<file path="src/rtl/i2c_write_queue.sv">
// i2c_write_queue: FIFO of (addr, data) register writes in front of the I2C master.
// Launches one entry at a time, waits for done, and aborts hung transfers.
module i2c_write_queue #(
    parameter int DEPTH   = 4,
    parameter int TIMEOUT = 255
) (
    input  logic                   clk,
    input  logic                   rst_n,
    input  logic                   req_valid,
    output logic                   req_ready,
    input  logic [6:0]             req_addr,
    input  logic [7:0]             req_data,
    output logic                   i2c_start,
    output logic [6:0]             i2c_slave_addr,
    output logic [7:0]             i2c_data,
    input  logic                   i2c_busy,
    input  logic                   i2c_done,
    output logic [$clog2(DEPTH):0] pending,
    output logic                   timeout_err
);

    localparam int PW = $clog2(DEPTH);
    localparam int CW = PW + 1;
    localparam logic [CW-1:0] FULL = CW'(DEPTH);
    localparam logic [15:0] TMO = 16'(TIMEOUT);

    localparam logic [0:0] S_IDLE = 1'b0;
    localparam logic [0:0] S_WAIT = 1'b1;

    logic [14:0]   r_mem [DEPTH];
    logic [PW-1:0] r_wr_ptr;
    logic [PW-1:0] r_rd_ptr;
    logic [CW-1:0] r_count;
    logic [0:0]    r_state;
    logic [15:0]   r_timer;
    logic          r_start;
    logic [6:0]    r_addr;
    logic [7:0]    r_data;
    logic          r_terr;

    logic w_push;
    logic w_launch;
    logic w_done;
    logic w_abort;
    logic w_pop;

    // Handshake and FSM event decode from registered state.
    always_comb begin
        w_push   = req_valid && (r_count < FULL);
        w_launch = (r_state == S_IDLE) && (r_count != '0) && !i2c_busy;
        w_done   = (r_state == S_WAIT) && i2c_done;
        w_abort  = (r_state == S_WAIT) && !i2c_done && (r_timer == TMO);
        w_pop    = w_done || w_abort;
    end

    // Storage array; contents are don't-care until pushed.
    always_ff @(posedge clk) begin
        if (w_push) begin
            r_mem[r_wr_ptr] <= {req_addr, req_data};
        end
    end

    // Pointers and occupancy; the head leaves only on completion or abort.
    always_ff @(posedge clk or negedge rst_n) begin
        if (!rst_n) begin
            r_wr_ptr <= '0;
            r_rd_ptr <= '0;
            r_count  <= '0;
        end else begin
            if (w_push) r_wr_ptr <= r_wr_ptr + 1'b1;
            if (w_pop)  r_rd_ptr <= r_rd_ptr + 1'b1;
            case ({w_push, w_pop})
                2'b10:   r_count <= r_count + 1'b1;
                2'b01:   r_count <= r_count - 1'b1;
                default: r_count <= r_count;
            endcase
        end
    end

    // Launch/wait FSM with registered outputs; operands stay frozen in flight.
    always_ff @(posedge clk or negedge rst_n) begin
        if (!rst_n) begin
            r_state <= S_IDLE;
            r_timer <= '0;
            r_start <= 1'b0;
            r_addr  <= '0;
            r_data  <= '0;
            r_terr  <= 1'b0;
        end else begin
            r_start <= 1'b0;
            r_terr  <= 1'b0;
            case (r_state)
                S_IDLE: begin
                    if (w_launch) begin
                        r_addr  <= r_mem[r_rd_ptr][14:8];
                        r_data  <= r_mem[r_rd_ptr][7:0];
                        r_start <= 1'b1;
                        r_timer <= '0;
                        r_state <= S_WAIT;
                    end
                end
                default: begin
                    if (w_done) begin
                        r_state <= S_IDLE;
                    end else if (w_abort) begin
                        r_terr  <= 1'b1;
                        r_state <= S_IDLE;
                    end else begin
                        r_timer <= r_timer + 16'd1;
                    end
                end
            endcase
        end
    end

    assign req_ready      = (r_count < FULL);
    assign i2c_start      = r_start;
    assign i2c_slave_addr = r_addr;
    assign i2c_data       = r_data;
    assign pending        = r_count;
    assign timeout_err    = r_terr;

endmodule

</file>
<file path="config.mk">
export PLATFORM = sky130hd
export DESIGN_NAME = i2c_write_queue
export DESIGN_NICKNAME = d
export VERILOG_FILES = /design/src/rtl/i2c_write_queue.sv
export SDC_FILE = /design/constraint.sdc
export NUM_CORES = 1
export LEC_CHECK = 0
export CAP_MARGIN = 30
export CELL_PAD_IN_SITES_DETAIL_PLACEMENT = 1
export CELL_PAD_IN_SITES_GLOBAL_PLACEMENT = 1
export CORE_MARGIN = 2
export CORE_UTILIZATION = 45
export CTS_BUF_LIST = sky130_fd_sc_hd__clkbuf_4
export CTS_CLUSTER_DIAMETER = 60
export CTS_CLUSTER_SIZE = 8
export DETAILED_ROUTE_END_ITERATION = 10
export GPL_ROUTABILITY_DRIVEN = 0
export HOLD_SLACK_MARGIN = 0.06
export PLACE_DENSITY = 0.83
export SLEW_MARGIN = 5
export SYNTH_ARGS = -nofsm -noshare
export SYNTH_HDL_FRONTEND = slang
export SYNTH_SLANG_ARGS = --single-unit
</file>
<file path="constraint.sdc">
create_clock -name clk -period 2.6 [get_ports clk]
set_input_delay 0.52 -clock clk [delete_from_list [all_inputs] [get_ports clk]]
set_output_delay 0.52 -clock clk [all_outputs]
set_load 0.05 [all_outputs]
</file>
==> flow_metrics.tcl, run 1 <==
set metrics [dict create \
    post-dp-hpwl_mm 6.42 \
    setup_viol 0 \
    tightest_slew_ns 0.760 \
    cts_buffers 9 \
    first_iter_violations 180 \
    layout-drive-gt1-share_pct 26.4 \
    crit_chain "or4_4 > nor4_4 > o21a_1 > ha_2 > inv_2 > fa_2 > xor2_1 > nor2_1 > xnor2_1" \
    peakVddDrop_mv 0.615 \
    wl_met1_mm 4.10 \
    clock_path_buffers 2 \
    cts_tree "built" \
    r2r-start "r_timer[9]" \
    ys_types 41 \
    power_frac_clock_pct 14.9 \
    crit_path_end_kind "flop" \
    fmax_mhz 400 \
    wl_met2_mm 4.36 \
    fp.dieW_um 101 \
    dr.max_layer_used "met4" \
    p_comb_share_pct 40.7 \
    maxSlewHeadroom_pct 49.3 \
    ys_seq_area_share_pct 66.7 \
    final_nets 359 \
    slew_viol_final 0 \
    ys_top_cells_by_area "edfxtp_1, dfrtp_1, mux4_2" \
    synth_nets 290 \
    switching_share_pct 38.2 \
    clock-root-buffer "clkbuf_4" \
    antenna_found_initial 0 \
    cts.clk_slew.worst_paths_ns 0.16 \
    via_count 2584 \
    arrival_ns 2.87 \
    synth_area_mm2 0.00424 \
    yosysTopAreaCellShare_pct 42.5 \
    syn_area_per_cell_um2 16.1 \
    rsz0062_at_grt "true" \
    hold_violations 0 \
    core_area_mm2 0.00920 \
    internal-power_mw 3.20 \
    switchingPower_mw 1.98 \
    area_growth_pct 20.4 \
    dp_cells 427 \
    maxCapViolCount 0 \
    cp.required_ns 2.97 \
    r2r_end "pending[2]" \
    grt_max_degree 22 \
    htree_levels 3 \
    placedInstanceArea_mm2 0.00494 \
    crit_slowest_cell "or4_4" \
    mostFrequentLayoutCells "edfxtp_1, dfrtp_1, clkdlybuf4s50_1, buf_4, mux2_2" \
    cp_max_fo 2 \
    syn-instance-count 263 \
    final_cells 448 \
    synth_seq_cells 101 \
    post-route-min-period_ns 2.50 \
    drc 0 \
    antenna_cells 0 \
    start_util_pct 46.1 \
    grt_pass1_vias 2774 \
    avgRoutedWirePerCell_um 19.9 \
    p_leak_nw 1.89 \
    yosys_warnings 0 \
    ant_nets 0 \
    io_buffers 40 \
    cpPeakStageDelay_ns 0.56 \
    num_rows 35 \
    grt_pass1_wl_mm 14.8 \
    die_y_um 101 \
    wl_met3_um 313 \
    via_per_inst 5.77 \
    cts_num_sinks 101 \
    start_kind "flop" \
    seqPwrFrac_pct 44.4 \
    r2r_slack_ns 0.10 \
    final_common_cell "edfxtp_1" \
    reg2reg_depth 9 \
    critical_path_class "flop to flop" \
    die_area_mm2 0.0102 \
    synth_top_area_cell "edfxtp_1" \
    period_share_pct 96.1 \
    power_density_mw_per_mm2 1010 \
    clk_latency_ns 0.44 \
    min_path_type "input pin to async pin" \
    design_area_mm2 0.00510 \
    skew_ns 0.0288 \
    dr.pass1.iters 4 \
    io_pins 41 \
    drt-total-wl_mm 8.93 \
    grt_usage_pct 19.5 \
    gr-total-overflow 0 \
    status "finished clean" \
]
-- cells in the mapped netlist, drive strengths merged --
cell / count
ha: 6
nor2b: 3
a21o: 3
a211oi: 3
inv: 9
nand3: 8
and4b: 1
nor2: 6
nor3: 5
and2: 8
mux2: 16
nand4: 5
o211ai: 2
xor2: 2
nand2b: 1
fa: 1
and4: 1
or4: 7
clkbuf: 9
clkinv: 1
a21oi: 1
mux4: 15
nor4: 8
nor4b: 1
buf: 5
a221o: 9
o21ai: 5
edfxtp: 60
o31ai: 4
dfrtp: 41
or3: 3
xnor2: 5
mux2i: 1
nand2: 7
o21a: 1
-- power groups by stage --
stage	sequential [mW]	clock (mW)	combinational, mW
finish	2.30	0.770	2.11
global route	2.35	0.860	2.26
detailed placement	2.34	0	2.12
floorplan	2.74	0	0.959
CTS	2.31	0.789	2.14
global placement	2.33	0	2.05
-- sequential cells by signal (all words and copies together) (netlist names), 2 cells and up --
name / cells
i2c_slave_addr: 7
r_timer: 16
i2c_data: 8
r_rd_ptr: 2
pending: 3
r_mem: 60
r_wr_ptr: 2
-- worst max path at each step --
stage	startpoint	end	slack [ns]	depth (start not counted)
after floorplan	r_timer[11]	pending[2]	-0.004	10
after global placement	r_timer[11]	pending[2]	0.18	9
after detailed placement	r_timer[11]	pending[2]	0.007	9
after global routing	r_timer[15]	pending[2]	-0.02	9
final	r_timer[9]	pending[2]	0.10	9
after CTS	r_timer[11]	pending[2]	0.02	9
-- what timing repair did --
action | in CTS | in global routing
resized for setup | 0 | 1
hold buffers | 1 | 0
setup buffers | 1 | 3
pin swaps | 1 | 2
endpoints found under the hold margin | 7 | 0
setup endpoints to repair | 1 | 1
-- final cells by class --
| class | instances | area, um^2 |
|---|---|---|
| fill | 900 | 4090 |
| tap | 111 | 139 |
| multi-input combinational | 138 | 1320 |
| clock buffer | 10 | 75.1 |
| clock inverter | 6 | 53.8 |
| inverter | 10 | 40.0 |
| timing repair buffer | 72 | 651 |
| sequential | 101 | 2830 |
-- layer usage --
| layer | GRT usage (%) | up-vias |
|---|---|---|
| met4 | 7.07 | 0 |
| met2 | 30.6 | 69 |
| met1 | 27.6 | 1335 |
| met3 | 3.19 | 14 |
| met5 | 0 | - |
| li1 | - | 1166 |
-- critical path: cells and delay by family (launching register included) --
kind / cells / cell delay, ns
compound gates: 1 / 0.18
simple gates: 3 / 0.98
fa+ha+maj: 2 / 0.54
xor+xnor: 2 / 0.28
flops: 1 / 0.42
buf+inv: 1 / 0.05
-- stage by stage --
step | setup WS, ns | setup TNS (ns) | power, mW | hold WS [ns] | utilization [%]
2_1_floorplan | -0.00405 | -0.00405 | 3.70 | 0.224 | -
3_3_place_gp | 0.178 | 0 | 4.37 | 0.379 | 53.7
3_5_place_dp | 0.00746 | 0 | 4.47 | 0.386 | 53.7
4_1_cts | 0.0232 | 0 | 5.24 | 0.436 | 55.3
5_1_grt | -0.0164 | -0.0164 | 5.47 | 0.434 | 55.5
6_report | 0.101 | 0 | 5.18 | 0.449 | 55.5
-- cells by family after synthesis --
logic type / share of synthesized area [%]
and+or+nand+nor: 9.03
DFF: 66.7
muxes: 12.5
buffers and inverters: 2.60
AOI/OAI and AO/OA: 5.52
adders and majority gates: 2.24
xor gates and xnor gates: 1.45
Power figures use the tool's default switching activity.
==> inputs of run 2 (changes only) <==
MAX_ROUTING_LAYER = met4   (was not set)
==> run 2 against run 1 <==
- sequential share of layout area unchanged
- clock power about the same
- worst setup slack got worse by 0.0070 ns
- maximum frequency decreased by 0.28%
- global-route usage increased by 0.52 points
- combinational power about the same
- hold slack got worse by 0.0092 ns
==> flow_metrics.tcl, run 2 (synthesis gave the netlist of run 1 again) <==
set metrics [dict create \
    antenna_found_initial 0 \
    mostFrequentLayoutCells "edfxtp_1, dfrtp_1, clkdlybuf4s50_1, buf_4, mux2_2" \
    setup_slack_ns 0.0939 \
    dr.pass1.iters 4 \
    peakVddDrop_mv 0.615 \
    r2r-start "r_timer[9]" \
    crit_path_end_kind "flop" \
    start_util_pct 46.1 \
    critical_path_class "flop to flop" \
    final_util_pct 55.5 \
    hold_violations 0 \
    maxCapViolCount 0 \
    drc 0 \
    slew_viol_final 0 \
    num_rows 35 \
    ant_nets 0 \
    avgRoutedWirePerCell_um 19.9 \
    path_delay_family "simple AND/OR/NAND/NOR gates" \
    clock-root-buffer "clkbuf_4" \
    p_leak_nw 1.89 \
    reg2reg_depth 9 \
    final_common_cell "edfxtp_1" \
    clock_path_buffers 2 \
    cts_tree "built" \
    post-dp-hpwl_mm 6.42 \
    crit_chain "or4_4 > nor4_4 > o21a_1 > ha_2 > inv_2 > fa_2 > xor2_1 > nor2_1 > xnor2_1" \
    final_nets 359 \
    cts.clk_slew.worst_paths_ns 0.16 \
    grt_pass1_wl_mm 14.9 \
    fp.dieW_um 101 \
    die_area_mm2 0.0102 \
    htree_levels 3 \
    clk_latency_ns 0.45 \
    die_y_um 101 \
    cts_num_sinks 101 \
    maxSlewHeadroom_pct 49.4 \
    drt-total-wl_mm 8.92 \
    start_kind "flop" \
    setup_viol 0 \
    cpPeakStageDelay_ns 0.56 \
    core_area_mm2 0.00920 \
    dp_slack_ns 0.00746 \
    grt_max_degree 22 \
    antenna_cells 0 \
    status "finished clean" \
    first_iter_violations 145 \
    io_buffers 40 \
    skew_ns 0.0277 \
    largest_reg_flops 60 \
    grt_pass1_vias 2763 \
    post-route-min-period_ns 2.51 \
    cp_max_fo 2 \
    io_pins 41 \
    rsz0062_at_grt "true" \
    arrival_ns 2.88 \
    power_density_mw_per_mm2 1010 \
    r2r_slack_ns 0.09 \
    via_count 2571 \
    crit_slowest_cell "or4_4" \
    via_per_inst 5.74 \
    total_power_mw 5.18 \
    area_growth_pct 20.4 \
    worst-path-buf-inv 1 \
    min_path_type "input pin to async pin" \
    fmax_mhz 399 \
    period_share_pct 96.4 \
    layout-drive-gt1-share_pct 26.4 \
    tightest_slew_ns 0.759 \
    r2r_end "pending[2]" \
    gr-total-overflow 0 \
    cts_buffers 9 \
    top_register "r_mem" \
    grt_usage_pct 20.0 \
    cp.required_ns 2.98 \
]
run 2: cell counts in the layout (fill, tap and decap cells not counted):
Identical to the previous run, type by type.
run 2: metrics by stage:
step	setup TNS (ns)	hold slack (ns)	cell area, um^2	std cells
final	0	0.440	5100	448
after global routing	-0.0188	0.442	5100	448
after CTS	0	0.436	5080	445
after detailed placement	0	0.386	4940	427
after global placement	0	0.379	4940	427
after floorplan	-0.00405	0.224	4260	263
run 2: what timing repair did:
item | in CTS | in global routing
pin swaps | 1 | 2
setup buffers | 1 | 3
gates resized for setup | 0 | 1
hold endpoints to repair | 7 | 0
hold buffers | 1 | 0
endpoints found under the setup margin | 1 | 1
run 2: area by class of cell:
cell class | instances | area (um^2)
fill | 900 | 4090
sequential | 101 | 2830
multi-input combinational | 138 | 1320
timing repair buffer | 72 | 651
tap | 111 | 139
clock buffer | 10 | 75.1
clock inverter | 6 | 53.8
inverter | 10 | 40.0
run 2: report_power, final:
part	switching (mW)	leakage, nW	internal, mW	total [mW]
sequential	0.245	1.06	2.05	2.30
clock	0.548	0.0631	0.224	0.772
combinational	1.19	0.767	0.919	2.11
run 2: how the worst max path moves through the flow:
stage / startpoint / endpoint / slack, ns / cells past startpoint
2_1_floorplan: r_timer[11] / pending[2] / -0.004 / 10
3_3_place_gp: r_timer[11] / pending[2] / 0.18 / 9
3_5_place_dp: r_timer[11] / pending[2] / 0.007 / 9
4_1_cts: r_timer[11] / pending[2] / 0.02 / 9
5_1_grt: r_timer[15] / pending[2] / -0.02 / 9
6_report: r_timer[9] / pending[2] / 0.09 / 9
run 2: routing by layer:
layer  global-route usage [%]  up-vias  part of all wire [%]
met2                     30.6       75                    49
met4                     6.76        0                   1.7
met5                        -        -                     0
met1                     27.6     1313                    46
li1                         -     1167                     -
met3                     3.12       16                   4.0
